## src/rtl/wb_cmd_exec.sv

```systemverilog
// wb_cmd_exec: command/response bus to pipelined Wishbone B4 master bridge.
// Optional transaction timeout enabled by defining WB_CMD_EXEC_TIMEOUT_EN.
module wb_cmd_exec #(
  parameter int TIMEOUT_CYCLES = 255
) (
  input  logic        clk,
  input  logic        reset,
  input  logic        cmd_stb,
  input  logic [33:0] cmd_word,
  output logic        cmd_busy,
  output logic        rsp_stb,
  output logic [33:0] rsp_word,
  output logic        o_wb_cyc,
  output logic        o_wb_stb,
  output logic        o_wb_we,
  output logic [29:0] o_wb_addr,
  output logic [31:0] o_wb_data,
  output logic [3:0]  o_wb_sel,
  input  logic        i_wb_stall,
  input  logic        i_wb_ack,
  input  logic        i_wb_err,
  input  logic [31:0] i_wb_data
);
  localparam logic [1:0] IDLE = 2'd0, STROBE = 2'd1, WAIT = 2'd2;
  logic [1:0]  state;
  logic [29:0] addr;
  logic        inc;
  logic        accept, done, tmo;
  logic [1:0]  op;
  logic [29:0] set_addr;
  always_comb begin
    op       = cmd_word[33:32];
    accept   = cmd_stb && state == IDLE;
    set_addr = cmd_word[31] ? addr + cmd_word[29:0] : cmd_word[29:0];
    done     = state != IDLE && (i_wb_ack || i_wb_err);
  end
`ifdef WB_CMD_EXEC_TIMEOUT_EN
  localparam int CW = $clog2(TIMEOUT_CYCLES + 1);
  logic [CW-1:0] cnt;
  // cnt counts cycles already spent in STROBE/WAIT before the current one
  always_ff @(posedge clk)
    if (reset || accept) cnt <= '0;
    else if (state != IDLE) cnt <= cnt + CW'(1);
  assign tmo = state != IDLE && !done && cnt == CW'(TIMEOUT_CYCLES - 1);
`else
  logic unused_timeout;
  assign unused_timeout = TIMEOUT_CYCLES != 0;
  assign tmo = 1'b0;
`endif
  assign cmd_busy = state != IDLE;
  assign o_wb_sel = 4'hF;
  always_ff @(posedge clk) begin
    if (reset) begin
      state     <= IDLE;
      o_wb_cyc  <= 1'b0;
      o_wb_stb  <= 1'b0;
      o_wb_we   <= 1'b0;
      o_wb_addr <= '0;
      o_wb_data <= '0;
      addr      <= '0;
      inc       <= 1'b1;
      rsp_stb   <= 1'b0;
      rsp_word  <= '0;
    end else begin
      rsp_stb <= 1'b0;
      if (accept) begin
        if (op == 2'b10) begin
          addr     <= set_addr;
          inc      <= ~cmd_word[30];
          rsp_stb  <= 1'b1;
          rsp_word <= {2'b10, 1'b0, cmd_word[30], set_addr};
        end else if (op == 2'b11) begin
          rsp_stb  <= 1'b1;
          rsp_word <= {2'b11, 32'd2};
        end else begin
          state     <= STROBE;
          o_wb_cyc  <= 1'b1;
          o_wb_stb  <= 1'b1;
          o_wb_we   <= op[0];
          o_wb_addr <= addr;
          if (op[0]) o_wb_data <= cmd_word[31:0];
        end
      end else if (done || tmo) begin
        // err outranks ack; neither present means the timeout fired
        state    <= IDLE;
        o_wb_cyc <= 1'b0;
        o_wb_stb <= 1'b0;
        rsp_stb  <= 1'b1;
        rsp_word <= i_wb_err ? {2'b11, 32'd0} :
                    i_wb_ack ? (o_wb_we ? {2'b01, 32'd0} : {2'b00, i_wb_data}) :
                    {2'b11, 32'd1};
        if (i_wb_ack && !i_wb_err && inc) addr <= addr + 30'd1;
      end else if (state == STROBE && !i_wb_stall) begin
        state    <= WAIT;
        o_wb_stb <= 1'b0;
      end
    end
  end
endmodule

```

## config.mk

```make
export PLATFORM = sky130hd
export DESIGN_NAME = wb_cmd_exec
export DESIGN_NICKNAME = d
export VERILOG_FILES = /design/src/rtl/wb_cmd_exec.sv
export SDC_FILE = /design/constraint.sdc
export NUM_CORES = 1
export LEC_CHECK = 0
export ABC_AREA = 1
export CORE_MARGIN = 1
export CORE_UTILIZATION = 34
export CTS_BUF_LIST = sky130_fd_sc_hd__clkbuf_8
export DETAILED_ROUTE_END_ITERATION = 10
export GPL_TIMING_DRIVEN = 0
export PLACE_DENSITY = 0.58
export RECOVER_POWER = 100
export SLEW_MARGIN = 0
export SYNTH_ARGS = -nofsm -noshare
export SYNTH_HDL_FRONTEND = slang
export SYNTH_SLANG_ARGS = --single-unit
```

## constraint.sdc

```tcl
create_clock -name clk -period 3 [get_ports clk]
set_input_delay 0.6 -clock clk [delete_from_list [all_inputs] [get_ports clk]]
set_output_delay 0.6 -clock clk [all_outputs]
set_load 0.05 [all_outputs]
```

==> run metrics <==
run status finished clean; top-area cell type share of the netlist area 31.2%; worst endpoint required time 3.39 ns; Site Rows 57; first-pass GRT wire length 52.7 mm; dominant cell by count in the synthesized netlist nand2_1; total clock buffers created by CTS 17; count of maximum capacitance violations 0; leakage power figure 0.00509 µW; Final ANT Viol Nets 0; launch point of the critical path cmd_word[1]; number of enable-type register cells in the synthesized netlist 0; utilization after layout 45.0%; synthesized area per cell 6.34 µm²; type of the worst setup path in -> reg; per-cell via count in the routed design 5.13; Highest Clock Rate 0.348 GHz; drt initial violations 932; final RePlAce weighted congestion 0.975; antenna violations before repair 0; routed wirelength normalized by instance count 18.6 µm; height of the chip 160 µm; hold wc startpoint o_wb_data[6]; grt ovf 0; synthesized area 0.00846 mm²; Pre-Repair DR Iteration Count 5; number of diodes 0; Max Fanout on Critical Path 4; TritonCTS sink count 132; DRC viols 0; core area 0.0244 mm²; Final Hold Vio Count 0; Seq cells post-synth 132; biggest area contributors in the synthesized netlist dfxtp_1 31%, nand2_1 17%, a21oi_1 7.3%; Post-Synthesis Cells 1,334; setup-violating endpoint count in the final report 0; global-route total usage across every layer 27.1%; quantity of I/O buffers inserted on ports 171; Total Nets Final 1,630; setup repair after global routing missed its margin false; number of instances in the placed design 1,832; Min Hold Slack 0.464 ns; number of global-route vias before repair 8,967; transition time of the tightest slew-check pin 0.860 ns; TritonCTS clock tree done; arrival time of data at the critical path endpoint 3.27 ns; Most used DFF post-synth dfxtp_1; number of warning messages in the yosys log 0; hpwl dp 28.0 mm; Max transition margin 42.4%; Via Count 9,560; minimum clock period 2.88 ns; most used standard cells in the synthesized netlist 381 x nand2_1, 137 x inv_1, 132 x dfxtp_1; async set-reset flop share out of synthesis 0%; sequential-to-total area share from yosys stat 31.2%; clock slew seen by the registers of the worst setup and hold paths 0.09 ns; area added between synthesis and finish 29.8%; largest clock skew in the final design 0.0175 ns; insertion delay of the later-clocked pin in the worst-skew pair 0.46 ns; FILL cells 2,593; Chip Width 160 µm; count of pins on the block boundary 177; ratio of cells with drive above 1 in the final layout 5.00%; initial cell density of the core 34.7%; Longest Clk Path Bufs 2; DP Area 0.0106 mm²; unique cell type count in the Yosys netlist 54; clock root buffer master clkbuf_8; peak supply drop 310 µV; cell accounting for the most synthesized area dfxtp_1; Hold WC Path Type reg -> reg; Post-Layout Inst Area 0.0110 mm²; Final Max Slew Viols 0; pin count of the biggest net entering global routing 17; setup bufs post-CTS 0; type of destination of the critical path flip-flop; number of cells on the worst reg-to-reg path 14; share of the cycle needed by the critical path after routing 95.9%; final standard cell count with taps included and fillers excluded 1,864; Routed WL 34.6 mm; Clock H-tree levels 4; area of the die 0.0255 mm²; Cells on Worst Hold Path 2; pwr dens 536 mW/mm²; Critical Path Source Type input pin; launch instance of the worst register-to-register path addr[0]
worst max-delay path, cell delays in order:
cell and delay (ns):
clkdlybuf4s50_1 0.51, inv_1 0.09, fa_1 0.45, inv_1 0.07
nand3_1 0.06, nand2_1 0.19, nand2_1 0.08, nand2_1 0.17
nand2_1 0.07, nand2_1 0.16, xnor2_1 0.08, o21ai_1 0.43
nand2_1 0.14, a31oi_1 0.15
logic make-up after synthesis:
kind of cell	synth area share [%]
and+or+nand+nor	33.3
AOI/OAI and AO/OA	18.4
buffers and inverters	10.0
DFF	31.2
adders and majority gates	4.67
xor gates and xnor gates	2.28
other	0.0443
metal layers:
metal  wire length (µm)  GRT usage [%]  share of wire [%]  vias to the layer above
li1                   -              -                  -                     4761
met3               2020           4.31                5.8                       60
met4               1220           10.1                3.5                        0
met1              16100           36.2                 47                     4379
met5                  0              0                  0                        -
met2              15300           43.8                 44                      360
worst paths after layout:
kind	end	slack, ns
setup reg to reg	rsp_word[10]	0.21
setup / recovery	rsp_word[10]	0.12
hold reg to reg	o_wb_data[6]	0.46
hold / removal	o_wb_data[6]	0.46
sequential cells by signal, indices dropped and copies added, names as in the netlist:
register / count
rsp_word: 34
inc: 1
state: 2
o_wb_data: 32
o_wb_cyc: 1
addr: 30
o_wb_we: 1
rsp_stb: 1
o_wb_addr: 30
timing repair:
action | CTS | global route
hold buffers | 0 | 0
endpoints found under the setup margin | 2 | 13
gates resized for setup | 2 | 5
metrics by stage:
stage	setup slack [ns]	total power [µW]	setup TNS (ns)
detailed placement	-0.482	4250	-9.57
global route	0.0280	6150	0
floorplan	0.689	3450	0
CTS	0.0111	5950	0
finish	0.124	5890	0
global placement	-0.509	4240	-9.90
power by group:
group	internal [µW]	switching (µW)	leakage, µW
sequential	1930	153	0.00108
combinational	625	1460	0.00380
clock	847	875	0.000211
layout by cell type (no fill, tap or decap), types with 3 or more instances in the layout:
cell	instances
a21oi_1	124
nand3b_1	5
nor2_2	5
bufinv_16	3
o31ai_1	3
nand2_1	381
buf_2	5
a21o_1	4
ha_1	29
inv_1	140
clkdlybuf4s50_1	68
clkbuf_8	17
dlygate4sd3_1	102
clkbuf_1	47
o21bai_1	6
o211ai_1	6
buf_4	5
inv_2	3
or2_0	3
nor3_1	13
dfxtp_1	131
clkinvlp_4	3
nand2_2	6
nand3_1	101
a31oi_1	26
o21a_1	6
inv_6	6
o21ai_0	100
xor2_1	15
o21ai_1	6
conb_1	4
nor2_1	108
xnor2_1	7
nand4_1	13
final cells by class:
type / count / area [µm²] / share of cell area [%]
tap: 324 / 405 / 3.69
buffer: 63 / 280 / 2.55
sequential: 132 / 2640 / 24.1
timing repair buffer: 171 / 1710 / 15.6
multi-input combinational: 998 / 4960 / 45.2
inverter: 144 / 541 / 4.92
clock buffer: 17 / 234 / 2.13
clock inverter: 15 / 196 / 1.79
(Power assumes the default switching activity.)
==> variant (same flow settings) <==
Build with the macro `WB_CMD_EXEC_TIMEOUT_EN` defined.
--- a/src/rtl/wb_cmd_exec.sv
+++ b/src/rtl/wb_cmd_exec.sv
@@ -1,5 +1,7 @@
 // wb_cmd_exec: command/response bus to pipelined Wishbone B4 master bridge.
 // Optional transaction timeout enabled by defining WB_CMD_EXEC_TIMEOUT_EN.
+`define WB_CMD_EXEC_TIMEOUT_EN
+
 module wb_cmd_exec #(
   parameter int TIMEOUT_CYCLES = 255
 ) (
Check against the original RTL: no difference found for any inputs over 4 cycles, from zero or initial values and one cycle with reset high; that may be too few to reach the edited logic, so the function may still have changed.
==> variant against the original RTL <==
  * Clock skew rose by 0.00063 ns
  * Maximum frequency fell by 0.78%
  * Wire length rose by 3.7%
  * Total power fell by 0.10%
  * Cell area rose by 4.8%
  * Die area rose by 6.7%
  * First-iteration DRC count fell by 8.2%
  * Synthesized cell count rose by 10%
  * Critical path depth fell by 2
  * Area after synthesis rose by 6.8%
  * Sequential cell count rose by 8
  * Core utilization fell by 0.87 points
  * Setup slack got worse by 0.023 ns
  * Highest routed layer is now met5
==> variant: results (changes against the original RTL) <==
[metrics] crit path from: cmd_word[2]
[metrics] GR Util All Layers: 26.7% (-0.42 points)
[metrics] DRC violation total after the first TritonRoute iteration: 856 (-8.2%)
[metrics] Crit path arrival time: 3.29 ns (+0.02 ns)
[metrics] mean routed wirelength per cell: 17.8 microns (-3.9%)
[metrics] final worst clock skew: 0.0182 ns (+0.000627 ns)
[metrics] Final Wtd Congestion: 0.930 (-4.7%)
[metrics] via total after detailed routing: 10200 (+6.2%)
[metrics] worst supply voltage drop on vdd: 0.316 mV (+2.0%)
[metrics] post-synthesis cell count: 1472 (+10%)
[metrics] net count of the finished layout: 1770 (+8.6%)
[metrics] pre-CTS worst setup slack: -0.628 ns (-0.146 ns)
[metrics] first-pass GRT wire length: 54.0 mm (+2.6%)
[metrics] post-detailed-placement cell area: 11200 sq um (+5.6%)
[metrics] depth of the worst register-to-register path: 17 (+3)
[metrics] hold-critical path endpoint: o_wb_data[10]$_SDFFE_PP0P_
[metrics] worst relative slew slack: 42.9% (+0.41 points)
[metrics] adder and majority cell fraction of the synthesized area: 4.65% (-0.021 points)
[metrics] mean number of vias per cell: 5.05 (-1.6%)
[metrics] LEAKAGE: 0.00545 uW (+6.9%)
[metrics] synth cell count leaders: sky130_fd_sc_hd__nand2_1, sky130_fd_sc_hd__inv_1, sky130_fd_sc_hd__nor2_1
[metrics] number of cells in the design after placement: 1981 (+8.1%)
[metrics] last element of the critical path: rsp_word[13]$_SDFFE_PP0P_
[metrics] leading cell types by total area after synthesis: sky130_fd_sc_hd__dfxtp_1, sky130_fd_sc_hd__nand2_1, sky130_fd_sc_hd__inv_1
[metrics] endpoint of the most critical register-to-register path: addr[24]$_SDFFE_PP0P_
[metrics] clock latency on the worst-skew pair: 0.48 ns (+0.02 ns)
[metrics] total of fill cells in the finished design: 2796 (+7.8%)
[metrics] HPWL after detailed placement: 28.8 mm (+2.9%)
[metrics] proportion of synthesized area in mux cells: 0% (unchanged)
[metrics] run status: completed
[metrics] HP Start: o_wb_data[10]$_SDFFE_PP0P_
[metrics] largest fanout on the critical path: 6 (+2)
[metrics] Cell variety after synth: 47 (-13%)
[metrics] Min Hold Slack: 0.464 ns (+0.0000150 ns)
[metrics] number of global-route vias before repair: 9304 (+3.8%)
## variant: where the power goes
group	internal [uW]	switching, uW	total (uW)	leakage, uW
registers	2030	145	2180	0.00114
clock network	687	925	1610	0.000186
logic	627	1460	2090	0.00412
## variant: routing by layer
layer | GRT usage [%] | wire [microns] | vias up
met2 | 43.9 | 16300 | 358
li1 | - | - | 5090
met3 | 4.07 | 2260 | 44
met5 | 0 | 10 | -
met1 | 35.6 | 16600 | 4657
met4 | 8.30 | 736 | 2
## variant: final cells by class
| cell class | instances | area, sq um | share of cell area (%) |
|---|---|---|---|
| repair buffers | 171 | 1710 | 14.9 |
| multi-input cells | 1088 | 5180 | 45.1 |
| plain buffers | 66 | 297 | 2.58 |
| inverters | 181 | 692 | 6.02 |
| clock inverters | 14 | 156 | 1.36 |
| flip-flops and latches | 140 | 2800 | 24.4 |
| well taps | 335 | 419 | 3.64 |
| clock buffers | 17 | 234 | 2.03 |
## variant: timing repair
item	in CTS	in global routing
setup endpoints to repair	3	11
resized for setup	2	1
hold endpoints to repair	0	0
